`src/rtl/response_serializer.sv`:
```
// Purpose : serialise one response frame, MSB byte first, onto the UART TX handshake.
// Latency : first o_Tx_DV one clock after accept; each later byte two clocks after i_Tx_Done.
// Backpr. : one frame in flight at a time, so o_Frame_Ready is low until the frame ends.
//           Each byte waits in SEND while i_Tx_Active is high.
//           A byte with no i_Tx_Done after TIMEOUT_CYCLES clocks aborts the frame.
//
// Ports
//   i_Clock / i_Reset              clock, asynchronous active-high reset
//   i_Frame / i_Frame_Valid        frame request; frame captured when o_Frame_Ready is high
//   o_Frame_Ready / o_Busy         decoded from state: ready in IDLE only, busy otherwise
//   o_Tx_DV / o_Tx_Byte            one-cycle load strobe and byte to the UART transmitter
//   i_Tx_Active / i_Tx_Done        transmitter busy level and byte-finished pulse
//   o_Frame_Sent / o_Error         one-cycle pulses: frame completed / frame aborted
module response_serializer #(
    parameter int FRAME_BYTES    = 2,
    parameter int TIMEOUT_CYCLES = 100000
) (
    input  logic                     i_Clock,
    input  logic                     i_Reset,
    input  logic [8*FRAME_BYTES-1:0] i_Frame,
    input  logic                     i_Frame_Valid,
    output logic                     o_Frame_Ready,
    output logic                     o_Tx_DV,
    output logic [7:0]               o_Tx_Byte,
    input  logic                     i_Tx_Active,
    input  logic                     i_Tx_Done,
    output logic                     o_Frame_Sent,
    output logic                     o_Error,
    output logic                     o_Busy
);

    localparam int FW    = 8 * FRAME_BYTES;
    // A one-byte frame still needs a 1-bit index register.
    localparam int IDX_W = (FRAME_BYTES > 1) ? $clog2(FRAME_BYTES) : 1;
    localparam int CNT_W = $clog2(TIMEOUT_CYCLES + 1);

    localparam logic [IDX_W-1:0] LAST_IDX = IDX_W'(FRAME_BYTES - 1);
    localparam logic [CNT_W-1:0] CNT_TERM = CNT_W'(TIMEOUT_CYCLES - 1);
    localparam logic [CNT_W-1:0] CNT_MAX  = {CNT_W{1'b1}};

    typedef enum logic [1:0] {
        ST_IDLE = 2'd0,
        ST_SEND = 2'd1,
        ST_WAIT = 2'd2,
        ST_DONE = 2'd3
    } state_t;

    state_t           state_q,   state_d;
    logic [FW-1:0]    shift_q,   shift_d;
    logic [IDX_W-1:0] idx_q,     idx_d;
    logic [CNT_W-1:0] cnt_q,     cnt_d;
    logic             tx_dv_q,   tx_dv_d;
    logic [7:0]       tx_byte_q, tx_byte_d;
    logic             sent_q,    sent_d;
    logic             err_q,     err_d;

    // State and registered outputs
    always_ff @(posedge i_Clock or posedge i_Reset) begin
        if (i_Reset) begin
            state_q   <= ST_IDLE;
            shift_q   <= '0;
            idx_q     <= '0;
            cnt_q     <= '0;
            tx_dv_q   <= 1'b0;
            tx_byte_q <= 8'h00;
            sent_q    <= 1'b0;
            err_q     <= 1'b0;
        end else begin
            state_q   <= state_d;
            shift_q   <= shift_d;
            idx_q     <= idx_d;
            cnt_q     <= cnt_d;
            tx_dv_q   <= tx_dv_d;
            tx_byte_q <= tx_byte_d;
            sent_q    <= sent_d;
            err_q     <= err_d;
        end
    end

    // Next state. The strobes tx_dv/sent/err are computed on the transition,
    // so each one is high during the first cycle of the following state.
    always_comb begin
        state_d   = state_q;
        shift_d   = shift_q;
        idx_d     = idx_q;
        cnt_d     = cnt_q;
        tx_byte_d = tx_byte_q;
        tx_dv_d   = 1'b0;
        sent_d    = 1'b0;
        err_d     = 1'b0;

        case (state_q)
            ST_IDLE: begin
                // i_Tx_Done is deliberately ignored here.
                if (i_Frame_Valid) begin
                    shift_d = i_Frame;
                    idx_d   = '0;
                    state_d = ST_SEND;
                end
            end

            ST_SEND: begin
                if (!i_Tx_Active) begin
                    tx_dv_d   = 1'b1;
                    tx_byte_d = shift_q[FW-1 -: 8];
                    cnt_d     = '0;
                    state_d   = ST_WAIT;
                end
            end

            ST_WAIT: begin
                // The counter saturates rather than wrapping.
                cnt_d = (cnt_q == CNT_MAX) ? cnt_q : cnt_q + 1'b1;
                // i_Tx_Done is tested first, so it wins over a same-cycle timeout.
                if (i_Tx_Done) begin
                    if (idx_q == LAST_IDX) begin
                        sent_d  = 1'b1;
                        state_d = ST_DONE;
                    end else begin
                        shift_d = shift_q << 8;
                        idx_d   = idx_q + 1'b1;
                        state_d = ST_SEND;
                    end
                end else if (cnt_q == CNT_TERM) begin
                    err_d   = 1'b1;
                    state_d = ST_IDLE;
                end
            end

            ST_DONE: begin
                state_d = ST_IDLE;
            end

            default: begin
                state_d = ST_IDLE;
            end
        endcase
    end

    assign o_Frame_Ready = (state_q == ST_IDLE);
    assign o_Busy        = (state_q != ST_IDLE);
    assign o_Tx_DV       = tx_dv_q;
    assign o_Tx_Byte     = tx_byte_q;
    assign o_Frame_Sent  = sent_q;
    assign o_Error       = err_q;

endmodule

```
`config.mk`:
```
export PLATFORM = sky130hd
export DESIGN_NAME = response_serializer
export DESIGN_NICKNAME = d
export VERILOG_FILES = /design/src/rtl/response_serializer.sv
export SDC_FILE = /design/constraint.sdc
export NUM_CORES = 1
export LEC_CHECK = 0
export BUFFER_PORTS_ARGS = -buffer_cell sky130_fd_sc_hd__buf_2
export CAP_MARGIN = 20
export CELL_PAD_IN_SITES_DETAIL_PLACEMENT = 0
export CELL_PAD_IN_SITES_GLOBAL_PLACEMENT = 1
export CORE_AREA = 2 2 90 92
export DETAILED_ROUTE_END_ITERATION = 16
export DIE_AREA = 0 0 92 94
export PLACE_DENSITY_LB_ADDON = 0.05
export REMOVE_ABC_BUFFERS = 1
export SLEW_MARGIN = 20
export SYNTH_ARGS = -nofsm -noshare
export SYNTH_HDL_FRONTEND = slang
export SYNTH_SLANG_ARGS = --single-unit
```
`constraint.sdc`:
```
create_clock -name i_Clock -period 2.2 [get_ports i_Clock]
set_clock_uncertainty 0.05 [all_clocks]
set_input_delay 0 -clock i_Clock [delete_from_list [all_inputs] [get_ports i_Clock]]
set_output_delay 0 -clock i_Clock [all_outputs]
set_load 0.01 [all_outputs]
```
Word-level counts from Yosys, hierarchy flattened
Cells that the tools add are included.

operators by class
  equal/unequal tests = 11
  bitwise operators = 1
  add/sub/neg operators = 2
  muxes and demuxes = 25
  reduce and logical (&&, ||, !) cells = 9

operators with widths
  operator                 number
  $mux W16                 3
  $eq A17 B17 Y1 const B   2
  $mux W17                 2
  $pmux W17 S2             1
  $pmux W16 S2             1
  $add A17 B1 Y17 const B  1
  $mux W1                  11
  $mux W2                  5
  $ne A2 B2 Y1 const B     5
  $reduce_and A3 Y1        3
  $pmux W2 S4              1
  $reduce_bool A2 Y1       3
  $eq A2 B2 Y1 const B     2
  $reduce_and A4 Y1        1
  $ne A3 B3 Y1 const B     1
  $eq A2 B1 Y1 const B     1
  $logic_not A2 Y1         1
  $pmux W1 S2              1
  $reduce_and A2 Y1        1
  $add A1 B1 Y1 const B    1
  $not A1 Y1               1

word-level totals
  logic and storage cells = 56
  output and inout port bits = 13
  input port bits = 21
  register bits = 47

Depth between registers and ports, before layout
  word-level depth = 4
  mapped depth = 9

Worst setup path before layout
Ideal clock, no wire load.

  path type = flip-flop to flip-flop
  start point = register cnt_q[9]
  end point = register cnt_q[15]
  setup slack = -125 ps
  arrival time = 2196 ps
  stages on the path, launching flop included = 10
  data required time = 2071 ps
  cells stage by stage = dfrtp_1 > and4_1 > nand2_1 > nor4_1 > ha_1 > or3b_1 > buf_6 > a21o_1 > nor4_2 > mux2i_1

on the way
  longest elaborated chain between the ends = 3
  elaborated cells on any way between the ends = 6

ends and longest elaborated chain
  item                                               line  source
  start: declaration                                 51    logic [CNT_W-1:0] cnt_q, cnt_d;
  start signal: assignment                           72    cnt_q <= cnt_d;
  $add A17 B1 Y17 or $eq A17 B17 Y1 (tied branches)  113   cnt_d = (cnt_q == CNT_MAX) ? cnt_q : cnt_q + 1'b1;
  $mux W17 or $ne A2 B2 Y1 (tied branches)           n/a
  $pmux W17 S2 or $reduce_and A3 Y1 (tied branches)  n/a

Several ways; a longest one is shown, not always the timed one. The select of a mux whose other input is x is not followed.
A chain may end at the register's enable or synchronous reset.

Worst setup path in the final report
  start point = register cnt_q[0]
  end point = register cnt_q[10]

Same word-level chain as after synthesis.

==> metrics.cfg <==
[critical_path]
crit_family = compound AO/OA/AOI/OAI gates
critPathMaxStageDelay_ns = 0.43
r2r-end = cnt_q[10]
r2r_cells = 8
critPathKind = flip-flop to flip-flop
startpoint_type = flip-flop
worstSetupEndpointType = flip-flop
cp_data_required_time_ns = 2.34
cp_slowest_cell = or3b_4
timing.rr.start = cnt_q[0]
path_buf_inv = 0
cp_cell_sequence = ha_2 > nand4_1 > nor4_2 > ha_2 > or3b_4 > a211oi_4 > a31oi_1 > a41o_1
cp_common_cell = ha_2
regToRegSetupSlack_ns = -0.01
worst-path-max-fanout = 6
cp.arrival_ns = 2.36

[sta]
timing.final.ws_setup_ns = -0.0150
fin_hold_ws_ns = 0.333
period_needed_ns = 2.21
maxSlewViolCount = 0
period_share_pct = 101
setup_viol = 2
max_freq_ghz = 0.451
worst_pin_slew_ns = 0.628
maxSlewHeadroom_pct = 58.2
rsz0062_at_grt = true
hold_viol_final = 0

[global_route]
grt_pass1_wl_um = 9920
antenna_found_initial = 0
grt_use_total_pct = 14.5
grt_pass1_vias = 2090
grt_max_degree = 48
grt_remaining_overflow = 0

[clocking]
clockBufferDepth = 2
clkTransAtPathRegs_ns = 0.09
cts_sinks = 47
htree_levels = 2
root_buffer = clkbuf_8
numCtsBuffers = 5
clkLatencyLatePin_ns = 0.30
tritoncts = done

[power]
pwr-share-clk_pct = 18.9
switching_share_pct = 36.2
irDropWorstVdd_v = 0.000380
powerDensity_mw_per_mm2 = 938
p_comb_share_pct = 36.7
power.total_uw = 2860
power_leakage_uw = 0.00145
netSwitchingPower_uw = 1030
intPower_uw = 1820
seq_power_share_pct = 44.4

[yosys]
synth_common_cells = 58 x nand2_1, 47 x dfrtp_1, 18 x o21ai_0
yosys_warnings = 0
synth_cells = 245
ys_seq_area_share_pct = 52.4
avgSynthCellArea_um2 = 9.17
ys_types = 40
netlist_top_cells_area = dfrtp_1 52%, nand2_1 9.7%, o21ai_0 4.0%
async_reset_ff_share_pct = 100
synth_edf_count = 0
synth.largest_area_cell = dfrtp_1
synthesis.area_mm2 = 0.00225
synth_most_common_cell = nand2_1
synth_top_area_share_pct = 52.4
synth_seq_cells = 47
synth_top_flop_cell = dfrtp_1

[floorplan]
core_mm2 = 0.00761
num_rows = 32
dieArea_mm2 = 0.00865
die_w_um = 92
dieHeight_um = 94
initial_core_util_pct = 29.5
ioPinCount = 34

[drt]
drt_first_pass_iters = 4
wl_um = 5500
avgViaCountPerCell = 4.51
ant_nets = 0
drt-initial-drc-count = 80
via_count = 1936
avgRoutedWirePerCell_um = 12.8
drcViolationCount = 0

[layout]
multi_input_area_um2 = 972
nets = 350
final.fill_count = 807
drive_above_1_share_pct = 28.4
post-route-util_pct = 40.1
regArea_mm2 = 0.00118
insertedDiodeCount = 0
syn2layout_area_growth_pct = 35.7

[run_status]
status = finished, violations left
violations = setup timing

[placement]
gp_congestion = 0.732
port_buffers = 33
hpwlAfterDp_um = 3670

[job]
maxCapViolCount = 0

[worst_hold_path]
hp-class = primary input to asynchronous set/reset pin

layout by cell type, fill, tap and decap left out, drive strengths merged, types with 9 or more instances in the layout:
cell	count
nor2	19
o21ai	18
buf	69
nand2	58
inv	13
dfrtp	47
dlygate4sd3	20
a31oi	9
nand3	12
power groups by stage:
| stage | Clock (uW) | Sequential, uW | Combinational, uW |
|---|---|---|---|
| floorplan | 0 | 1320 | 540 |
| global placement | 0 | 1290 | 1020 |
| detailed placement | 0 | 1290 | 1020 |
| CTS | 567 | 1270 | 1070 |
| global route | 599 | 1310 | 1230 |
| finish | 539 | 1270 | 1050 |
flip-flops by register name, summed over array words and instances (netlist names):
| name | count |
|---|---|
| o_Frame_Sent | 1 |
| o_Tx_DV | 1 |
| o_Tx_Byte | 8 |
| cnt_q | 17 |
| state_q | 2 |
| o_Error | 1 |
| idx_q | 1 |
| shift_q | 16 |
worst min-delay path: cells and delay by family:
family	cells	cell delay [ns]
buffers and inverters	4	1.16
logic make-up (layout without fill, tap and decap cells):
| family | count (synthesis) | after routing | synth area share [%] |
|---|---|---|---|
| xor+xnor | 7 | 7 | 2.73 |
| mux | 3 | 3 | 1.34 |
| simple gates | 118 | 118 | 24.5 |
| buf+inv | 27 | 109 | 5.57 |
| fa+ha+maj | 2 | 2 | 1.11 |
| flops | 47 | 47 | 52.4 |
| compound gates | 41 | 41 | 12.4 |
stage by stage:
step                TNS (ns)  cell area [um2]  instances  worst slack [ns]
floorplan              -1.11             2170        231            -0.186
global placement      -0.594             2700        397            -0.111
detailed placement     -1.20             2700        397            -0.184
CTS                  -0.0133             3030        427           -0.0133
global route          -0.863             3050        429            -0.149
finish               -0.0272             3050        429           -0.0150
repair_timing:
| action | CTS | global route |
|---|---|---|
| hold buffers | 20 | 0 |
| pin swaps | 7 | 5 |
| gates resized for setup | 5 | 1 |
| gates cloned | 0 | 0 |
| setup buffers | 3 | 2 |
| setup endpoints to repair | 12 | 12 |
| hold endpoints to repair | 66 | 0 |
how the worst max path moves through the flow:
stage,startpoint,endpoint,cells past startpoint
final,cnt_q[0],cnt_q[10],8
after CTS,cnt_q[0],cnt_q[10],8
after global placement,cnt_q[0],cnt_q[15],8
after global routing,cnt_q[0],cnt_q[10],8
after detailed placement,cnt_q[0],cnt_q[15],8
after floorplan,cnt_q[9],cnt_q[15],8
per-layer routing:
layer | track usage, % | routed length (um)
met2 | 25.4 | 2690
met4 | 3.73 | 59
met5 | 0 | 0
met1 | 18.6 | 2670
met3 | 2.41 | 89
area by class of cell:
| class | instances | share of cell area (%) |
|---|---|---|
| clock buffers | 6 | 2.71 |
| clock inverters | 1 | 0.164 |
| inverters | 13 | 1.60 |
| multi-input cells | 171 | 31.9 |
| flip-flops and latches | 47 | 38.6 |
| well taps | 102 | 4.19 |
| repair buffers | 89 | 20.9 |
No activity file was read; power rests on OpenSTA's default activity.
